$ cat src/rtl/cdb_arbiter_pkg.sv
// cdb_arbiter_pkg: shared result/ROB-id types and default bus sizing for the CDB arbiter
package cdb_arbiter_pkg;
  localparam int WORD_W = 32;
  localparam int ROB_ID_W = 6;
  localparam int CDB_COUNT_DEF = 2;
  localparam int REQ_COUNT_DEF = 4;
  typedef logic [WORD_W-1:0] word_t;
  typedef logic [ROB_ID_W-1:0] rob_id_t;
endpackage

$ cat src/rtl/cdb_rr_picker.sv
// cdb_rr_picker: combinational multi-grant search from a start index, wrapping at REQ_COUNT
module cdb_rr_picker #(
  parameter int REQ_COUNT = 4,
  parameter int CDB_COUNT = 2,
  parameter int IW = 2
) (
  input  logic [REQ_COUNT-1:0]         valid,
  input  logic [IW-1:0]                start,
  output logic [REQ_COUNT-1:0]         grant,
  output logic [CDB_COUNT-1:0]         slot_vld,
  output logic [CDB_COUNT-1:0][IW-1:0] slot_idx,
  output logic [IW-1:0]                last_idx
);
  logic [IW-1:0] idx;
  int cnt;
  // walk every index once from start; the k-th valid one found fills slot k
  always_comb begin
    grant = '0;
    slot_vld = '0;
    slot_idx = '0;
    last_idx = '0;
    idx = start;
    cnt = 0;
    for (int n = 0; n < REQ_COUNT; n++) begin
      for (int k = 0; k < CDB_COUNT; k++)
        if (valid[idx] && cnt == k) begin
          slot_vld[k] = 1'b1;
          slot_idx[k] = idx;
        end
      if (valid[idx] && cnt < CDB_COUNT) begin
        grant[idx] = 1'b1;
        last_idx = idx;
        cnt = cnt + 1;
      end
      idx = (idx == IW'(REQ_COUNT - 1)) ? '0 : idx + 1'b1;
    end
  end
endmodule

$ cat src/rtl/cdb_arbiter.sv
// cdb_arbiter: grants up to CDB_COUNT result FIFOs per cycle onto registered CDB slots; CDB_ARB_RR_EN selects round-robin, otherwise fixed priority
import cdb_arbiter_pkg::*;
module cdb_arbiter #(
  parameter int REQ_COUNT = REQ_COUNT_DEF,
  parameter int CDB_COUNT = CDB_COUNT_DEF
) (
  input  logic                               clk,
  input  logic                               rst_n,
  input  logic                               flush,
  input  logic [REQ_COUNT-1:0]               req_valid_i,
  input  logic [REQ_COUNT-1:0][WORD_W-1:0]   req_data_i,
  input  logic [REQ_COUNT-1:0][ROB_ID_W-1:0] req_reg_id_i,
  output logic [REQ_COUNT-1:0]               req_ready_o,
  input  logic                               cdb_ready_i,
  output logic [CDB_COUNT-1:0][WORD_W-1:0]   cdb_data_o,
  output logic [CDB_COUNT-1:0][ROB_ID_W-1:0] cdb_reg_id_o,
  output logic [CDB_COUNT-1:0]               cdb_valid_o
);
  localparam int IW = (REQ_COUNT > 1) ? $clog2(REQ_COUNT) : 1;
  logic [IW-1:0] start, last_idx;
  logic [REQ_COUNT-1:0] grant;
  logic [CDB_COUNT-1:0] slot_vld;
  logic [CDB_COUNT-1:0][IW-1:0] slot_idx;
  logic eff;
  assign eff = cdb_ready_i & ~flush & rst_n;
  assign req_ready_o = grant & {REQ_COUNT{eff}};
  cdb_rr_picker #(.REQ_COUNT(REQ_COUNT), .CDB_COUNT(CDB_COUNT), .IW(IW)) u_picker (
    .valid(req_valid_i),
    .start(start),
    .grant(grant),
    .slot_vld(slot_vld),
    .slot_idx(slot_idx),
    .last_idx(last_idx)
  );
`ifdef CDB_ARB_RR_EN
  logic [IW-1:0] rr_ptr;
  assign start = rr_ptr;
  // pointer moves just past the last effective winner; flush restarts it at 0
  always_ff @(posedge clk or negedge rst_n)
    if (!rst_n) rr_ptr <= '0;
    else if (flush) rr_ptr <= '0;
    else if (eff && |grant) rr_ptr <= (last_idx == IW'(REQ_COUNT - 1)) ? '0 : last_idx + 1'b1;
`else
  assign start = '0;
`endif
  // each slot broadcasts for exactly one cycle after an effective grant, zeros otherwise
  always_ff @(posedge clk or negedge rst_n)
    if (!rst_n) begin
      cdb_valid_o <= '0;
      cdb_data_o <= '0;
      cdb_reg_id_o <= '0;
    end else
      for (int k = 0; k < CDB_COUNT; k++) begin
        cdb_valid_o[k] <= eff & slot_vld[k];
        cdb_data_o[k] <= (eff & slot_vld[k]) ? req_data_i[slot_idx[k]] : '0;
        cdb_reg_id_o[k] <= (eff & slot_vld[k]) ? req_reg_id_i[slot_idx[k]] : '0;
      end
endmodule

$ cat config.mk
export PLATFORM = sky130hd
export DESIGN_NAME = cdb_arbiter
export DESIGN_NICKNAME = d
export VERILOG_FILES = /design/src/rtl/cdb_arbiter_pkg.sv /design/src/rtl/cdb_rr_picker.sv /design/src/rtl/cdb_arbiter.sv
export SDC_FILE = /design/constraint.sdc
export NUM_CORES = 1
export LEC_CHECK = 0
export BUFFER_PORTS_ARGS = -buffer_cell sky130_fd_sc_hd__buf_2
export CAP_MARGIN = 15
export CORE_MARGIN = 4
export CORE_UTILIZATION = 48
export CTS_CLUSTER_DIAMETER = 80
export DETAILED_ROUTE_END_ITERATION = 12
export PLACE_DENSITY_LB_ADDON = 0.1
export SYNTH_ARGS = -nofsm -noshare
export SYNTH_HDL_FRONTEND = slang
export SYNTH_SLANG_ARGS = --single-unit
$ cat constraint.sdc
create_clock -name clk -period 3.4 [get_ports clk]
set_input_delay 0.51 -clock clk [delete_from_list [all_inputs] [get_ports clk]]
set_output_delay 0.51 -clock clk [all_outputs]
set_load 0.005 [all_outputs]
Word level (Yosys, flattened, before mapping)
Index checks and enable logic that the tools add are counted.
- register bits after elaboration: 78
- input bits: 160
- output and inout port bits: 82
- logic and storage cells: 65
- add/sub/neg operators: 2
- $lt $le $gt $ge: 5
- eq/ne operators: 3
- multiplexer cells: 32
- bitwise logic cells: 6
- reduce and logical (&&, ||, !) cells: 12
- operators with widths (kind ; count):
    32-bit 2-to-1 mux ; 6
    32-bit binary-select mux with 2-bit select ; 2
    32-bit logical NOT ; 3
    32-bit by 2-bit equality test with 1-bit output, second input constant ; 2
    32-bit by 3-bit less-than comparator with 1-bit output, second input constant ; 2
    32-bit by 2-bit adder with 32-bit output, second input constant ; 1
    6-bit binary-select mux with 2-bit select ; 2
    6-bit 2-to-1 mux ; 4
    1-bit 2-to-1 mux ; 11
    2-bit 2-to-1 mux ; 5
    1-bit logical AND ; 9
    2-bit by 3-bit less-than comparator with 1-bit output, second input constant ; 2
    1-bit bitwise AND ; 4
    4-bit bitwise AND ; 1
    4-bit 2-to-1 mux ; 1
    3-bit 2-to-1 mux ; 1
    1-bit by 1-bit adder with 2-bit output, second input constant ; 1
    1-bit by 2-bit less-than comparator with 1-bit output, second input constant ; 1
    1-bit equality test, second input constant ; 1
    1-bit inverter ; 1

Longest topological paths before layout
- depth in word-level cells: 13
- gate-level depth with buffers: 9
- gate-level depth less buffers: 8

Hierarchy
A second synthesis with hierarchy kept.
- cell total of the unflattened synthesis: 369
- area, all modules: 5129.9 um2
- modules (own cells, without submodules) (module ; instances ; cells an instance ; area an instance (um2) ; sequential area each (um2)):
    cdb_arbiter ; 1 ; 262 ; 4344.2 ; 1951.9
    cdb_rr_picker ; 1 ; 107 ; 785.8 ; 0.0

Worst setup path after synthesis
OpenSTA, ideal clock, no wires.
- path type: input to register
- from: input port req_valid_i[0]
- to: register cdb_data_o[10] (netlist name)
- library setup time: 0.080 ns
- arrival time: 2.586 ns
- required time: 3.320 ns
- path slack: 0.734 ns
- cell stages on the path: 9
- path buffers: 2
- path through: ha_1 -> nor2b_1 -> fa_1 -> or3b_1 -> o21a_1 -> a21o_1 -> buf_6 -> buf_6 -> nor3_2
- longest elaborated chain between the ends: 13
- elaborated cells on any way between the ends: 26
- classes of those cells: add/sub: 2; order compare: 2; mux: 13; bitwise: 1; reduce/logical: 8
- ends and longest elaborated chain (what ; RTL line ; text):
    start, declared ; cdb_arbiter.sv:10 ; input logic [REQ_COUNT-1:0] req_valid_i,
    1-bit 2-to-1 mux ; cdb_rr_picker.sv:26, cdb_rr_picker.sv:30 ;
    1-bit by 2-bit less-than comparator with 1-bit output ; cdb_rr_picker.sv:30 ; if (valid[idx] && cnt < CDB_COUNT) begin
    1-bit logical AND ; cdb_rr_picker.sv:30 ;
    32-bit 2-to-1 mux ; cdb_rr_picker.sv:30 ;
    32-bit by 3-bit less-than comparator with 1-bit output ; cdb_rr_picker.sv:30 ;
    1-bit logical AND ; cdb_rr_picker.sv:30 ;
    32-bit 2-to-1 mux ; cdb_rr_picker.sv:30 ;
    32-bit logical NOT ; cdb_rr_picker.sv:26 ; if (valid[idx] && cnt == k) begin
    1-bit logical AND ; cdb_rr_picker.sv:26 ;
    2-bit 2-to-1 mux ; cdb_rr_picker.sv:26 ;
    32-bit binary-select mux with 2-bit select ; cdb_arbiter.sv:55 ; cdb_data_o[k] <= (eff & slot_vld[k]) ? req_data_i[slot_idx[k]] : '0;
    32-bit 2-to-1 mux (not written as such) ; cdb_arbiter.sv:55 ;
    32-bit 2-to-1 mux (*) ; cdb_arbiter.sv:55 ;
    end signal, assigned by index ; cdb_arbiter.sv:55 ;
    end, declared ; cdb_arbiter.sv:15 ; output logic [CDB_COUNT-1:0][WORD_W-1:0] cdb_data_o,
Mark *: on every way between the ends. The rest lies on a longest branch, timed or not. The select of a mux whose other input is x is not followed.

Worst setup path after layout
- from: input port req_valid_i[0]
- to: register cdb_data_o[0] (netlist name)
Same word-level chain as after synthesis.

==> run_results.csv <==
group,metric,value,unit
cts,clkSlewWorstSetupHoldPaths,0.08,ns
route,drt_iter0_markers,214,
grt,grt_max_degree,79,
critical_path,cp_slowest_cell,"fa_1",
synthesis,synth_nets,597,
cts,hold_buffers,0,
critical_path,cp-start-kind,"input port",
layout,stdcell_count,768,
grt,grt_pass1_vias,4617,
cts,clock_sinks,78,
timing,slew_viol_final,0,
grt,grt_overflow,0,
layout,fin_util,0.683,
cts,cts_buffers,9,
synthesis,synthArstFlopShare,1.00,
power,powerDensity,378,nW/um^2
timing,grt_setup_unrepaired,"false",
cts,cts-resized-gates,0,
critical_path,worstSetupEndpointType,"register",
synthesis,synth_seq_area_share,0.466,
critical_path,critical_path.cell_chain,"buf_2, ha_1, nor2b_1, fa_1, or3b_1, o21a_1, a21o_2, buf_4, nor3_1",
place,place_inst,753,
timing,finalCritPeriodShare,0.862,
layout,drive_gt1_frac,0.472,
floorplan,num_rows,33,
timing,min_period,2.93,ns
cts,cts_tree,"yes",
route,ant_nets,0,
floorplan,die_x,101,um
critical_path,critPathKind,"in -> reg",
synthesis,synth-edff-count,0,
layout,areaGrowthSynthToFinish,36.0,%
grt,antenna_found_initial,0,
route,vias,4491,
synthesis,ys_types,35,
cts,post_cts_buffers,0,
synthesis,ys_seq_elements,78,
critical_path,cpPeakStageDelay,0.55,ns
cts,cts.path.max_buffers,2,
timing,final-setup-viol-count,0,
route,drt-vias-per-instance,5.85,
power,leakagePower,2.95,nW
cts,root_buffer,"clkbuf_8",
synthesis,avgSynthCellArea,9.69,um^2
timing,timing.slew.headroom,0.323,
floorplan,fp.dieH,101,um
critical_path,critPathMaxFanout,24,
place,dp_hpwl,10.7,mm
power,total_power,2.15,mW
synthesis,yosys_warnings,0,
floorplan,start_util,0.502,
synthesis,synth_area,4190,um^2
floorplan,die_area,10300,um^2
floorplan,ioPinCount,242,
grt,grt_pass1_wl,23.1,mm
place,gp_congestion,0.854,
route,routedWlPerCell,19.3,um
synthesis,netlist_instances,432,
floorplan,coreArea,8340,um^2
timing,worst_pin_slew,1.02,ns
synthesis,synthFlopType,"dfrtp_1",
place,portBuffers,241,
timing,tns,0,ns
critical_path,crit_arrival,3.16,ns
timing,fmaxAchievable,341,MHz
route,drc,0,
layout,final_nets,824,
job,max_cap_violations,0,
layout,num_antenna_cells,0,
route,dr.pass1.iters,5,
cts,cts.htree.levels,3,
outcome,status,"completed",
timing,hold_viol,0,
critical_path,required,3.64,ns
route,routed_wl,14.8,mm
power,vdd_drop_max,0.203,mV
grt,grt.total_usage,0.285,
min_path,hold_class,"in -> async",
layout by cell type, fill, tap and decap left out, types with 3 or more instances in the layout:
master	instances
nor3b_1	3
clkbuf_8	9
buf_2	240
inv_1	5
nor2_1	46
nor3_1	44
o22ai_1	74
nor3_2	28
buf_12	4
nand3_1	6
nor2b_1	35
nand2b_1	3
nand2_1	4
a211oi_1	36
mux2i_1	3
buf_4	13
and3_1	3
ha_1	3
dfrtp_1	78
stage by stage:
step | setup WS (ns) | instance area (um^2) | hold WS (ns)
finish | 0.470 | 5690 | 0.433
global route | 0.357 | 5690 | 0.430
CTS | 0.488 | 5690 | 0.427
detailed placement | 0.137 | 5510 | 0.798
global placement | 0.308 | 5510 | 0.798
floorplan | 0.734 | 4190 | 0.214
worst paths after layout:
path,slack [ns],from,to
max,0.47,req_valid_i[0],cdb_data_o[0]
min,0.43,rst_n,cdb_data_o[63]
max in group asynchronous,2.30,rst_n,cdb_data_o[18]
min in group clk,0.44,req_data_i[114],cdb_data_o[50]
final cells by class:
type	instances	area, um^2
Clock buffer	10	128
Timing Repair Buffer	257	1380
Inverter	5	18.8
Sequential cell	78	1950
Tap cell	105	131
Multi-Input combinational cell	308	2030
Clock inverter	5	58.8
Fill cell	724	2650
synthesized netlist by cell type, drive strengths merged (2+ instances only):
cell type	instances	area (um^2)
nand2	4	15.0
o221a	2	22.5
a211oi	38	295
nor3	72	500
o21ai	4	31.3
mux2	2	22.5
mux2i	3	30.0
inv	5	18.8
nor3b	3	22.5
nand3	6	30.0
and3	3	18.8
dfrtp	78	1950
o22ai	74	463
nor2	46	173
nor2b	35	219
nand2b	3	18.8
buf	26	159
clkbuf	15	56.3
ha	4	50.1
sequential cells by signal, summed over array words and instances, names as in the netlist:
signal and count:
cdb_data_o 64, cdb_reg_id_o 12, cdb_valid_o 2
report_power, final:
group	total, mW	switching (mW)	leakage [nW]	internal (mW)
Sequential	0.967	0.00948	1.07	0.958
Clock	0.689	0.352	0.0888	0.337
Combinational	0.497	0.284	1.79	0.213
per-layer routing:
layer | track usage | routed length (um)
met1 | 0.357 | 5570
met2 | 0.480 | 7400
met3 | 0.0565 | 1450
met4 | 0.120 | 399
met5 | 0 | 0
worst max-delay path, delay by kind of cell:
kind	cells	cell delay, ns
buffers and inverters	2	0.37
and+or+nand+nor	3	0.99
adders and majority gates	2	0.80
AOI/OAI and AO/OA	2	0.46
cells by family after synthesis:
| family | Yosys count | synth area share |
|---|---|---|
| AND/OR/NAND/NOR | 176 | 0.247 |
| flip-flops | 78 | 0.466 |
| multiplexers | 5 | 0.0126 |
| adder cells (fa/ha/maj) | 5 | 0.0167 |
| AO/OA/AOI/OAI | 122 | 0.202 |
| buffers and inverters | 46 | 0.0559 |
No activity file was read; power rests on OpenSTA's default activity.
